**config.mk**
```make
export PLATFORM = sky130hd
export DESIGN_NAME = mul_iter
export DESIGN_NICKNAME = d
export VERILOG_FILES = /design/src/rtl/mul_iter.sv
export SDC_FILE = /design/constraint.sdc
export NUM_CORES = 1
export LEC_CHECK = 0
export ABC_AREA = 0
export CAP_MARGIN = 20
export CORE_MARGIN = 4
export CORE_UTILIZATION = 44
export DETAILED_ROUTE_END_ITERATION = 7
export PLACE_DENSITY = 0.61
export SETUP_SLACK_MARGIN = 0.4
export SLEW_MARGIN = 10
export SYNTH_ARGS = -nofsm -noshare
export SYNTH_HDL_FRONTEND = slang
export SYNTH_SLANG_ARGS = --single-unit
```
**constraint.sdc**
```tcl
create_clock -name clk -period 8.8 [get_ports clk]
set_input_delay 1.76 -clock clk [delete_from_list [all_inputs] [get_ports clk]]
set_output_delay 1.76 -clock clk [all_outputs]
set_load 0.05 [all_outputs]
```
**src/rtl/mul_iter.sv**
```systemverilog
// mul_iter: iterative 32x32->64 integer multiplier for the RV32M multiply
// family (mul / mulh / mulhsu / mulhu). Each cycle it consumes BITS_PER_CYCLE
// bits of the multiplier magnitude, so latency is N+1 cycles from the sampled
// go to done, where N = 32/BITS_PER_CYCLE.
//
// Ports
//   clk    : clock
//   reset  : synchronous active-high reset
//   go     : request, level-sensitive; held high until done is consumed
//   sign0  : r is two's complement
//   sign1  : m is two's complement
//   m      : multiplicand (32)
//   r      : multiplier (32)
//   hold   : downstream stall; keeps DONE (and result) while go is also high
//   done   : result is valid for the current request
//   busy   : operation in progress (BUSY or DONE)
//   result : registered 64-bit product
module mul_iter #(
    parameter int BITS_PER_CYCLE = 4
) (
    input  logic        clk,
    input  logic        reset,
    input  logic        go,
    input  logic        sign0,
    input  logic        sign1,
    input  logic [31:0] m,
    input  logic [31:0] r,
    input  logic        hold,
    output logic        done,
    output logic        busy,
    output logic [63:0] result
);

    localparam int K  = BITS_PER_CYCLE;
    localparam int N  = 32 / K;
    localparam int CW = (N > 1) ? $clog2(N) : 1;

    generate
        if (!(K == 1 || K == 2 || K == 4 || K == 8 || K == 16 || K == 32)) begin : g_bad_k
            $error("mul_iter: BITS_PER_CYCLE must be 1, 2, 4, 8, 16 or 32");
        end
    endgenerate

    typedef enum logic [1:0] {
        S_IDLE = 2'd0,
        S_BUSY = 2'd1,
        S_DONE = 2'd2
    } state_t;

    state_t        state, state_nxt;
    logic [CW-1:0] cnt;
    logic [63:0]   acc;
    logic [63:0]   m_sh;     // multiplicand magnitude, pre-shifted to the current digit weight
    logic [31:0]   r_sh;     // multiplier magnitude, low K bits are the current digit
    logic          neg;
    logic          last;
    logic [63:0]   pp;
    logic [63:0]   acc_sum;
    logic [31:0]   mag_m;
    logic [31:0]   mag_r;

    // |0x80000000| wraps back to 0x80000000, which is the correct unsigned magnitude.
    assign mag_m = (sign1 && m[31]) ? (~m + 32'd1) : m;
    assign mag_r = (sign0 && r[31]) ? (~r + 32'd1) : r;

    assign last    = (cnt == CW'(N - 1));
    assign pp      = m_sh * {{(64 - K){1'b0}}, r_sh[K-1:0]};
    assign acc_sum = acc + pp;

    assign busy = (state != S_IDLE);
    assign done = (state == S_DONE);

    always_comb begin
        state_nxt = state;
        case (state)
            S_IDLE: if (go) state_nxt = S_BUSY;
            S_BUSY: begin
                // Dropping go aborts, even on the final iteration.
                if (!go)       state_nxt = S_IDLE;
                else if (last) state_nxt = S_DONE;
            end
            S_DONE: if (!(hold && go)) state_nxt = S_IDLE;
            default: state_nxt = S_IDLE;
        endcase
    end

    always_ff @(posedge clk) begin
        if (reset) begin
            state  <= S_IDLE;
            cnt    <= '0;
            acc    <= '0;
            m_sh   <= '0;
            r_sh   <= '0;
            neg    <= 1'b0;
            result <= '0;
        end else begin
            state <= state_nxt;
            case (state)
                S_IDLE: begin
                    if (go) begin
                        m_sh <= {32'd0, mag_m};
                        r_sh <= mag_r;
                        neg  <= (sign1 & m[31]) ^ (sign0 & r[31]);
                        acc  <= '0;
                        cnt  <= '0;
                    end
                end
                S_BUSY: begin
                    if (go) begin
                        acc  <= acc_sum;
                        m_sh <= m_sh << K;
                        r_sh <= r_sh >> K;
                        cnt  <= cnt + CW'(1);
                        if (last) result <= neg ? (~acc_sum + 64'd1) : acc_sum;
                    end
                end
                default: ;
            endcase
        end
    end

endmodule

```
**Yosys cells after proc, flatten, opt, wreduce, memory -nomap -nowiden**

Index checks and enable logic that the tools add are counted.

- Add/sub/neg operators: 5
- Multipliers: 1
- Eq/ne operators: 7
- Muxes and demuxes: 20
- Bitwise operators: 6
- Reductions and logical operators: 10

Operators with widths:

| operator | number |
|---|---|
| 64-bit 2-to-1 mux | 5 |
| 64-bit case mux with 2 select lines | 2 |
| 32-bit 2-to-1 mux | 4 |
| 32-bit by 1-bit adder with 32-bit output (second input constant) | 2 |
| 64-bit by 1-bit adder with 64-bit output (second input constant) | 1 |
| 64-bit adder | 1 |
| 64-bit by 4-bit multiplier with 64-bit output | 1 |
| 32-bit NOT | 2 |
| 64-bit NOT | 1 |
| 32-bit case mux with 2 select lines | 1 |
| 3-bit AND reduction | 3 |
| 2-bit 2-to-1 mux | 4 |
| 3-bit 2-to-1 mux | 2 |
| 2-bit != test (second input constant) | 3 |
| 2-bit case mux with 3 select lines | 1 |
| 3-bit case mux with 2 select lines | 1 |
| 2-bit nonzero test | 2 |
| 3-bit by 1-bit adder with 3-bit output (second input constant) | 1 |
| 3-bit equality test (second input constant) | 1 |
| 1-bit logical AND | 3 |
| 3-bit != test (second input constant) | 1 |
| 1-bit AND | 2 |
| 2-bit by 1-bit equality test with 1-bit output (second input constant) | 1 |
| 2-bit equality test (second input constant) | 1 |
| other kinds (3) | 3 |

- Register bits: 230
- Input port bits: 70
- Output and inout bits: 66
- Word-level logic and storage cells: 56

**Logic depth before layout (Yosys ltp)**

Gate-level depths: netlist of the first run.

- Depth after elaboration: 5
- Depth in mapped cells: 24
- Gate-level depth less buffers: 20

**Worst setup path after synthesis of the first run**

OpenSTA, ideal clock, no wires.

- Path type: register to register
- Start: register r_sh[2]
- End: register result[63]
- Library setup time: 0.062 ns
- Arrival: 5.985 ns
- Data required time: 8.738 ns
- Slack: 2.753 ns
- Stages on the path, launching flop included: 23
- Path buffers: 3
- Clock period less this slack: 6.047 ns
- Path through: dfxtp_1 > clkbuf_1 > clkbuf_1 > and2_1 > fa_1 > fa_1 > inv_1 > fa_1 > inv_1 > ha_1 > buf_2 > nand2_1 > o21ai_0 > nor2_1 > a2111oi_0 > nor3_1 > xnor2_1 > or4_4 > nor4_4 > nand2_1 > or2_1 > or4b_1 > nand3_1

- Longest elaborated chain between the ends: 5

RTL lines:

| element | line | RTL |
|---|---|---|
| from (decl) | 54 | `logic [31:0] r_sh;` |
| from (signal assigned) | 102 | `r_sh <= mag_r;` |
| from (signal assigned) | 112 | `r_sh <= r_sh >> K;` |
| 64-bit by 4-bit multiplier with 64-bit output * | 67 | `assign pp = m_sh * {{(64 - K){1'b0}}, r_sh[K-1:0]};` |
| 64-bit adder * | 68 | `assign acc_sum = acc + pp;` |
| 64-bit NOT | 114 | `if (last) result <= neg ? (~acc_sum + 64'd1) : acc_sum;` |
| 64-bit by 1-bit adder with 64-bit output | 114 |  |
| 64-bit 2-to-1 mux * | 114 |  |
| to (signal assigned) | 114 |  |
| to (decl) | 31 | `output logic [63:0] result` |

Mark *: on every way between the ends. The rest lies on a longest branch, timed or not.
A chain may end at the register's enable or synchronous reset.

**Final worst setup path of the first run**

- Start: register r_sh[2]
- End: register result[61]

The elaborated chain is that of the path after synthesis.

==> summary.txt, run 1 <==
STA
  – Worst Skew: 0.0301 ns
  – Final hold viol count: 0
  – Final worst path period share: 87.2%
  – Final setup violation count: 0
  – Fmax: 130 MHz
  – Setup_tns: 0 ns
  – Worst slew pin tran: 1.17 ns
  – Slew Viols, Final: 0
  – Hold_ws: 0.449 ns
  – Slew margin rel.: between 20% and 30%
  – Min Tclk post-route: 7.67 ns
  – RSZ-0062 raised after global routing: false

Die
  – Row cnt: 81
  – Die area: approximately 53000 sq um
  – Placeable Area: approximately 50000 sq um
  – Die Width: 231 um
  – I/O pins: between 100 and 150
  – Initial core utilization: 44.6%
  – Die outline height: 231 um

Pwr
  – Power Dens Cells: 116 nW/um^2
  – VDD IR-drop max: 0.000155 V
  – Leak Pwr: 10.3 nW

Cells and area
  – Area of the multi-input gates: 15400 sq um
  – Nets@finish: about 3100
  – Number of fill cells: 4801
  – Synthesis-to-layout area growth: 13.3%
  – Non-Filler Instances: 3486
  – Layout cells sized above 1: 5.07%
  – Finished Cell Area: between 20000 and 25000 sq um
  – Sequential cell area: 4610 sq um

Global routing
  – First-pass GRT wire length: 114 mm
  – Largest net degree at the start of global routing: around 150
  – GRT Total Usage: 26.6%
  – Antenna violations before repair: 0
  – GRT overflow: 0
  – Vias in the first global route: 19500

Place
  – Placed inst area: roughly 24000 sq um
  – Dpl hpwl: 55.6 mm
  – GP Congestion: 0.961
  – PortBufs: 135
  – Inst Count DP: 3430

Routing
  – Post-DRT Antenna Nets: 0
  – DR iter-0 viols: 1801
  – Post-Route WL: 72.1 mm
  – Routed vias: 19900
  – Avg WL per Cell: 20.7 um
  – Vias per cell: 5.72
  – DR pass1 iterations: 8
  – DRC errors left: 4

Logic synthesis
  – Commonest cells in the netlist: inv_1 (326), nor2_1 (321), and2_1 (244)
  – Synth warn: 0
  – Yosys top cell by area: dfxtp_1
  – Area contributors post-synth: dfxtp_1 (21%), fa_1 (17%), and2_1 (7.0%), inv_1 (5.6%), nor2_1 (5.5%)
  – Cell area after synthesis: between 20000 and 25000 sq um
  – Synth Instances: ~2800
  – Async set or reset register ratio after synthesis: 0%
  – Synth cell types: 83
  – Synth Flop Type: dfxtp_1
  – Mapped Nets: about 3100
  – Register area share after synthesis: 21.0%
  – Seq cells post-synth: 230
  – Post-synth EDFFs: 0
  – Syn Area/Cell: approximately 8 sq um
  – Top cell type's share of synthesized area: 21.0%
  – Leading cell type by number of instances after synthesis: inv_1

Critical path
  – Critical path type: reg -> reg
  – Worst-path maximum fanout: 22
  – WP data arrival: 8.19 ns
  – Critical path endpoint category: flop
  – Critical Path Source Type: flop
  – Critical Path RT: about 9.3 ns

CTS
  – Worst skew pair latency: between 0.6 and 0.7 ns
  – Hold-fix buffers, CTS: 0
  – Setup Buffers After CTS: 0
  – Cts repair resizes: 0
  – CTS tree: yes
  – H-tree depth: 1
  – Clock Sinks: 230
  – Clock slew at reported path FFs: about 0.060 ns
  – CTS root buf: clkbuf_16
  – Clk buf depth: 3
  – Cts bufs inserted: 30

Hold path
  – Class of the worst hold path: reg -> reg

Outcome
  – Status: finished, violations left
  – Failing checks: design-rule violations

Job
  – Max-Cap Viols: 0
==> worst max-delay path, stage by stage, from the launching register on <==
cell and delay, ns:
dfxtp_1 0.65, buf_8 0.23, buf_4 0.25, and2_1 0.18, fa_1 0.44, fa_1 0.55
inv_1 0.05, fa_1 0.50, inv_1 0.04, ha_1 0.49, nand2_1 0.18, o21ai_0 0.38
nor2_1 0.18, a2111oi_0 0.56, buf_4 0.23, o311a_1 0.15, a311oi_1 0.05, buf_4 0.18
or3_1 0.35, nor4_2 0.52, nand4b_1 0.42, o41ai_1 0.57, xor2_1 0.13, a211oi_1 0.25
==> per-layer routing <==
layer,vias up,track usage [%],wire (um)
met5,-,1.38,100
li1,9448,-,-
met1,9707,41.0,35200
met2,708,39.2,29900
met4,2,3.87,1010
met3,60,5.24,5890
==> placed cells by master, fill, tap and decap left out, types with 13 or more instances in the layout <==
master / instances
nand3_1: 35
buf_4: 35
nor4_1: 16
clkbuf_16: 30
xor2_1: 67
nand4_1: 23
a211oi_1: 63
o31ai_1: 25
nor3_1: 43
a21o_1: 22
or4_1: 14
xnor2_1: 95
and2_1: 244
a222oi_1: 31
nor2_1: 319
dfxtp_1: 229
a22oi_1: 104
inv_1: 326
o21ai_0: 82
clkdlybuf4s50_1: 134
a21oi_1: 160
nand2_1: 164
a221oi_1: 28
or3_1: 18
fa_1: 182
or2_2: 13
o21a_1: 16
ha_1: 72
==> metrics by stage <==
stage | utilization [%] | setup slack, ns | power (mW)
after floorplan | - | 2.75 | 1.46
after global placement | 48.4 | 1.01 | 1.63
after detailed placement | 48.5 | 0.956 | 1.64
after CTS | 50.5 | 0.916 | 2.90
after global routing | 50.6 | 0.726 | 3.00
final | 50.6 | 1.13 | 2.88
==> area by class of cell <==
class                   count  area share, %
clock buffers              38           3.39
diodes                      1         0.0101
multi-input cells        2037           62.3
flip-flops and latches    230           18.6
repair buffers            174           6.78
inverters                 326           4.93
well taps                 664           3.35
clock inverters            16          0.696
==> cell families (layout without fill, tap and decap cells) <==
| family | Yosys count | after routing | share of synthesized area [%] |
|---|---|---|---|
| adder cells (fa/ha/maj) | 254 | 254 | 20.8 |
| other | 0 | 1 | 0 |
| AND/OR/NAND/NOR | 970 | 970 | 22.4 |
| XOR/XNOR | 162 | 162 | 6.48 |
| AO/OA/AOI/OAI | 644 | 644 | 20.5 |
| multiplexers | 7 | 7 | 0.320 |
| buffers and inverters | 485 | 554 | 8.50 |
| flip-flops | 230 | 230 | 21.0 |
==> power by group <==
part	internal, mW	total (mW)	switching [mW]
registers	1.06	1.10	0.0320
logic	0.193	0.525	0.331
clock network	0.736	1.26	0.524
total	1.99	2.88	0.887
==> worst paths after layout <==
check	end	start	depth (start not counted)	slack (ns)
worst min-delay path	result[2]	result[2]	2	0.45
worst max register to register	result[61]	r_sh[2]	23	1.13
worst max-delay path	result[61]	r_sh[2]	23	1.13
worst min register to register	result[2]	result[2]	2	0.45
==> state kept, by name (all words and copies together), names as in the netlist <==
| name | flops |
|---|---|
| state | 2 |
| neg | 1 |
| result | 64 |
| r_sh | 32 |
| m_sh | 64 |
| cnt | 3 |
| acc | 64 |
Power figures use the tool's default switching activity.
==> run 2, diff against run 1 <==
--- a/config.mk
+++ b/config.mk
@@ -10,7 +10,7 @@
 export CORE_MARGIN = 4
 export CORE_UTILIZATION = 44
 export DETAILED_ROUTE_END_ITERATION = 7
-export PLACE_DENSITY = 0.61
+export PLACE_DENSITY_LB_ADDON = 0.3
 export SETUP_SLACK_MARGIN = 0.4
 export SLEW_MARGIN = 10
 export SYNTH_ARGS = -nofsm -noshare
==> run 2 against run 1 <==
Net effect: the run still ends with design-rule violations left; setup slack better by 0.13 ns; routed wire length down 3.9%; critical path depth down 3; largest cell class unchanged.
==> summary.txt, run 2 (synthesized netlist as in run 1, its figures left out) <==
Outcome
  – Status: finished, violations left (unchanged)
  – Failing checks: design-rule violations (unchanged)

Critical path
  – CP Cell Sequence: buf_16 > and2_1 > fa_1 > fa_1 > inv_1 > fa_1 > inv_1 > ha_1 > a21oi_1 > o21ai_0 > a221oi_2 > nand2_1 > xor2_1 > or3_4 > or4_1 > nor4_1 > nand2_1 > or2_1 > or4b_1 > nand3_1 (was buf_8 > buf_4 > and2_1 > fa_1 > fa_1 > inv_1 > fa_1 > inv_1 > ha_1 > nand2_1 > o21ai_0 > nor2_1 > a2111oi_0 > buf_4 > o311a_1 > a311oi_1 > buf_4 > or3_1 > nor4_2 > nand4b_1 > o41ai_1 > xor2_1 > a211oi_1)
  – CP top delay family: simple AND/OR/NAND/NOR gates (was adder cells)
  – Buf/Inv on CP: 3 (was 6)
  – WP data arrival: 8.06 ns (was 8.19 ns)
  – Cell mode on critical path: fa_1
  – Critical Path Source Type: flop (unchanged)
  – Critical path's slowest cell: dfxtp_2 (was dfxtp_1)
  – Critical Path RT: 9.32 ns (about the same)
  – Worst-path maximum fanout: 35 (was 22)
  – Critical path type: reg -> reg (unchanged)
  – Critical path endpoint category: flop (unchanged)
  – CP max stage delay: 0.73 ns (was 0.65 ns)

Pwr
  – VDD IR-drop max: 0.000134 V (was 0.000155 V)
  – Power Dens Cells: 118 nW/um^2 (was 116 nW/um^2)
  – Power Total: 2.91 mW (was 2.88 mW)
  – Leak Pwr: 10.2 nW (was 10.3 nW)

Global routing
  – Antenna violations before repair: 0 (unchanged)
  – GRT Total Usage: 25.5% (was 26.6%)
  – First-pass GRT wire length: 110 mm (was 114 mm)
  – Largest net degree at the start of global routing: 95 (was 152)
  – Vias in the first global route: 19600 (was 19500)
  – GRT overflow: 0 (unchanged)

Routing
  – Post-Route WL: 69.3 mm (was 72.1 mm)
  – Vias per cell: 5.80 (was 5.72)
  – Routed vias: 20100 (was 19900)
  – DR pass1 iterations: 8 (unchanged)
  – DRC errors left: 2 (was 4)
  – Post-DRT Antenna Nets: 0 (unchanged)
  – DR iter-0 viols: 1997 (was 1801)
  – Avg WL per Cell: 20.0 um (was 20.7 um)

STA
  – Final setup violation count: 0 (unchanged)
  – Setup_tns: 0 ns (unchanged)
  – Fmax: 133 MHz (was 130 MHz)
  – RSZ-0062 raised after global routing: false (unchanged)
  – Final worst path period share: 85.7% (was 87.2%)
  – Worst setup margin: 1.26 ns (was 1.13 ns)
  – Worst slew pin tran: 1.15 ns (was 1.17 ns)
  – Hold_ws: 0.453 ns (was 0.449 ns)
  – Worst Skew: 0.0255 ns (was 0.0301 ns)
  – Slew margin rel.: 22.9% (was 21.5%)
  – Min Tclk post-route: 7.54 ns (was 7.67 ns)
  – Slew Viols, Final: 0 (unchanged)
  – Final hold viol count: 0 (unchanged)

Place
  – GP Congestion: 0.992 (was 0.961)
  – Dpl hpwl: 53.3 mm (was 55.6 mm)
  – PortBufs: 135 (unchanged)
  – Pre-CTS setup slack: 1.08 ns (was 0.956 ns)

CTS
  – Clock slew at reported path FFs: 0.06 ns (about the same)
  – Worst skew pair latency: 0.59 ns (was 0.61 ns)
  – Hold-fix buffers, CTS: 0 (unchanged)
  – H-tree depth: 1 (unchanged)
  – CTS root buf: clkbuf_16 (unchanged)
  – Clk buf depth: 3 (unchanged)
  – CTS tree: yes (unchanged)
  – Cts bufs inserted: 29 (was 30)
  – Cts repair resizes: 0 (unchanged)
  – Setup Buffers After CTS: 0 (unchanged)
  – Clock Sinks: 230 (unchanged)

Job
  – Max-Cap Viols: 0 (unchanged)

Cells and area
  – Biggest regs: acc x64, m_sh x64, result x64 (unchanged)
  – Most frequent cells in the layout: inv_1 (326), nor2_1 (319), and2_1 (244) (unchanged)
  – Commonest non-fill, non-tap cell in the layout: inv_1 (unchanged)
  – Util after Layout: 50.4% (was 50.6%)
  – Synthesis-to-layout area growth: 13.0% (was 13.3%)
  – Number of fill cells: 4759 (was 4801)
  – Layout cells sized above 1: 4.45% (was 5.07%)
  – Nets@finish: 3112 (was 3123)
  – Antenna Cells: 0 (was 1)

Die
  – Die area: 53400 sq um (unchanged)
  – I/O pins: 136 (unchanged)
  – Initial core utilization: 44.6% (unchanged)
  – Row cnt: 81 (unchanged)
  – Placeable Area: 49100 sq um (unchanged)
  – Die Width: 231 um (unchanged)
  – Die outline height: 231 um (unchanged)

Hold path
  – Class of the worst hold path: reg -> reg (unchanged)
run 2: cell types whose count changed in the layout (fill, tap and decap cells not counted), moves of 3 or more:
cell       previous run  this run
buf_4                35        25
clkinv_2              8         2
clkbuf_1              2         7
bufinv_16             2         6
clkbuf_8              6         3
clkinv_4              3         0
run 2: routing by layer:
| layer | wire length, um | share of wire (%) | vias up | track usage [%] |
|---|---|---|---|---|
| met3 | 6620 | 9.6 | 85 | 4.77 |
| met2 | 29000 | 42 | 821 | 37.6 |
| met5 | 0 | 0 | - | 0 |
| li1 | - | - | 9421 | - |
| met4 | 1430 | 2.1 | 0 | 5.68 |
| met1 | 32300 | 47 | 9808 | 38.7 |
run 2: final timing paths:
check          endpoint  startpoint  slack (ns)  depth (start not counted)
max          result[63]     r_sh[1]        1.26                         20
max reg2reg  result[63]     r_sh[1]        1.26                         20
min reg2reg   result[0]   result[0]        0.45                          2
min           result[0]   result[0]        0.45                          2
run 2: report_power, final:
part | internal [mW] | switching (mW) | total, mW
logic | 0.194 | 0.322 | 0.517
registers | 1.06 | 0.0316 | 1.10
clock network | 0.800 | 0.498 | 1.30
total | 2.06 | 0.852 | 2.91
run 2: cell type report:
class                   count  area, sq um  share of cell area [%]
well taps                 664          831                    3.36
repair buffers            164         1630                    6.57
flip-flops and latches    230         4610                    18.6
clock inverters            10          206                   0.835
inverters                 326         1220                    4.95
clock buffers              39          793                    3.21
multi-input cells        2037        15500                    62.5
run 2: worst register-to-register path: stages (launching register included):
cell	delay (ns)
dfxtp_2	0.73
buf_16	0.25
and2_1	0.19
fa_1	0.45
fa_1	0.56
inv_1	0.06
fa_1	0.50
inv_1	0.04
ha_1	0.40
a21oi_1	0.25
o21ai_0	0.27
a221oi_2	0.44
nand2_1	0.23
xor2_1	0.24
or3_4	0.45
or4_1	0.59
nor4_1	0.56
nand2_1	0.33
or2_1	0.35
or4b_1	0.51
nand3_1	0.10
run 2: per-stage QoR:
stage / cells / area, sq um
after floorplan: 2752 / 21900
after global placement: 3417 / 23700
after detailed placement: 3417 / 23700
after CTS: 3466 / 24700
after global routing: 3470 / 24700
final: 3470 / 24700
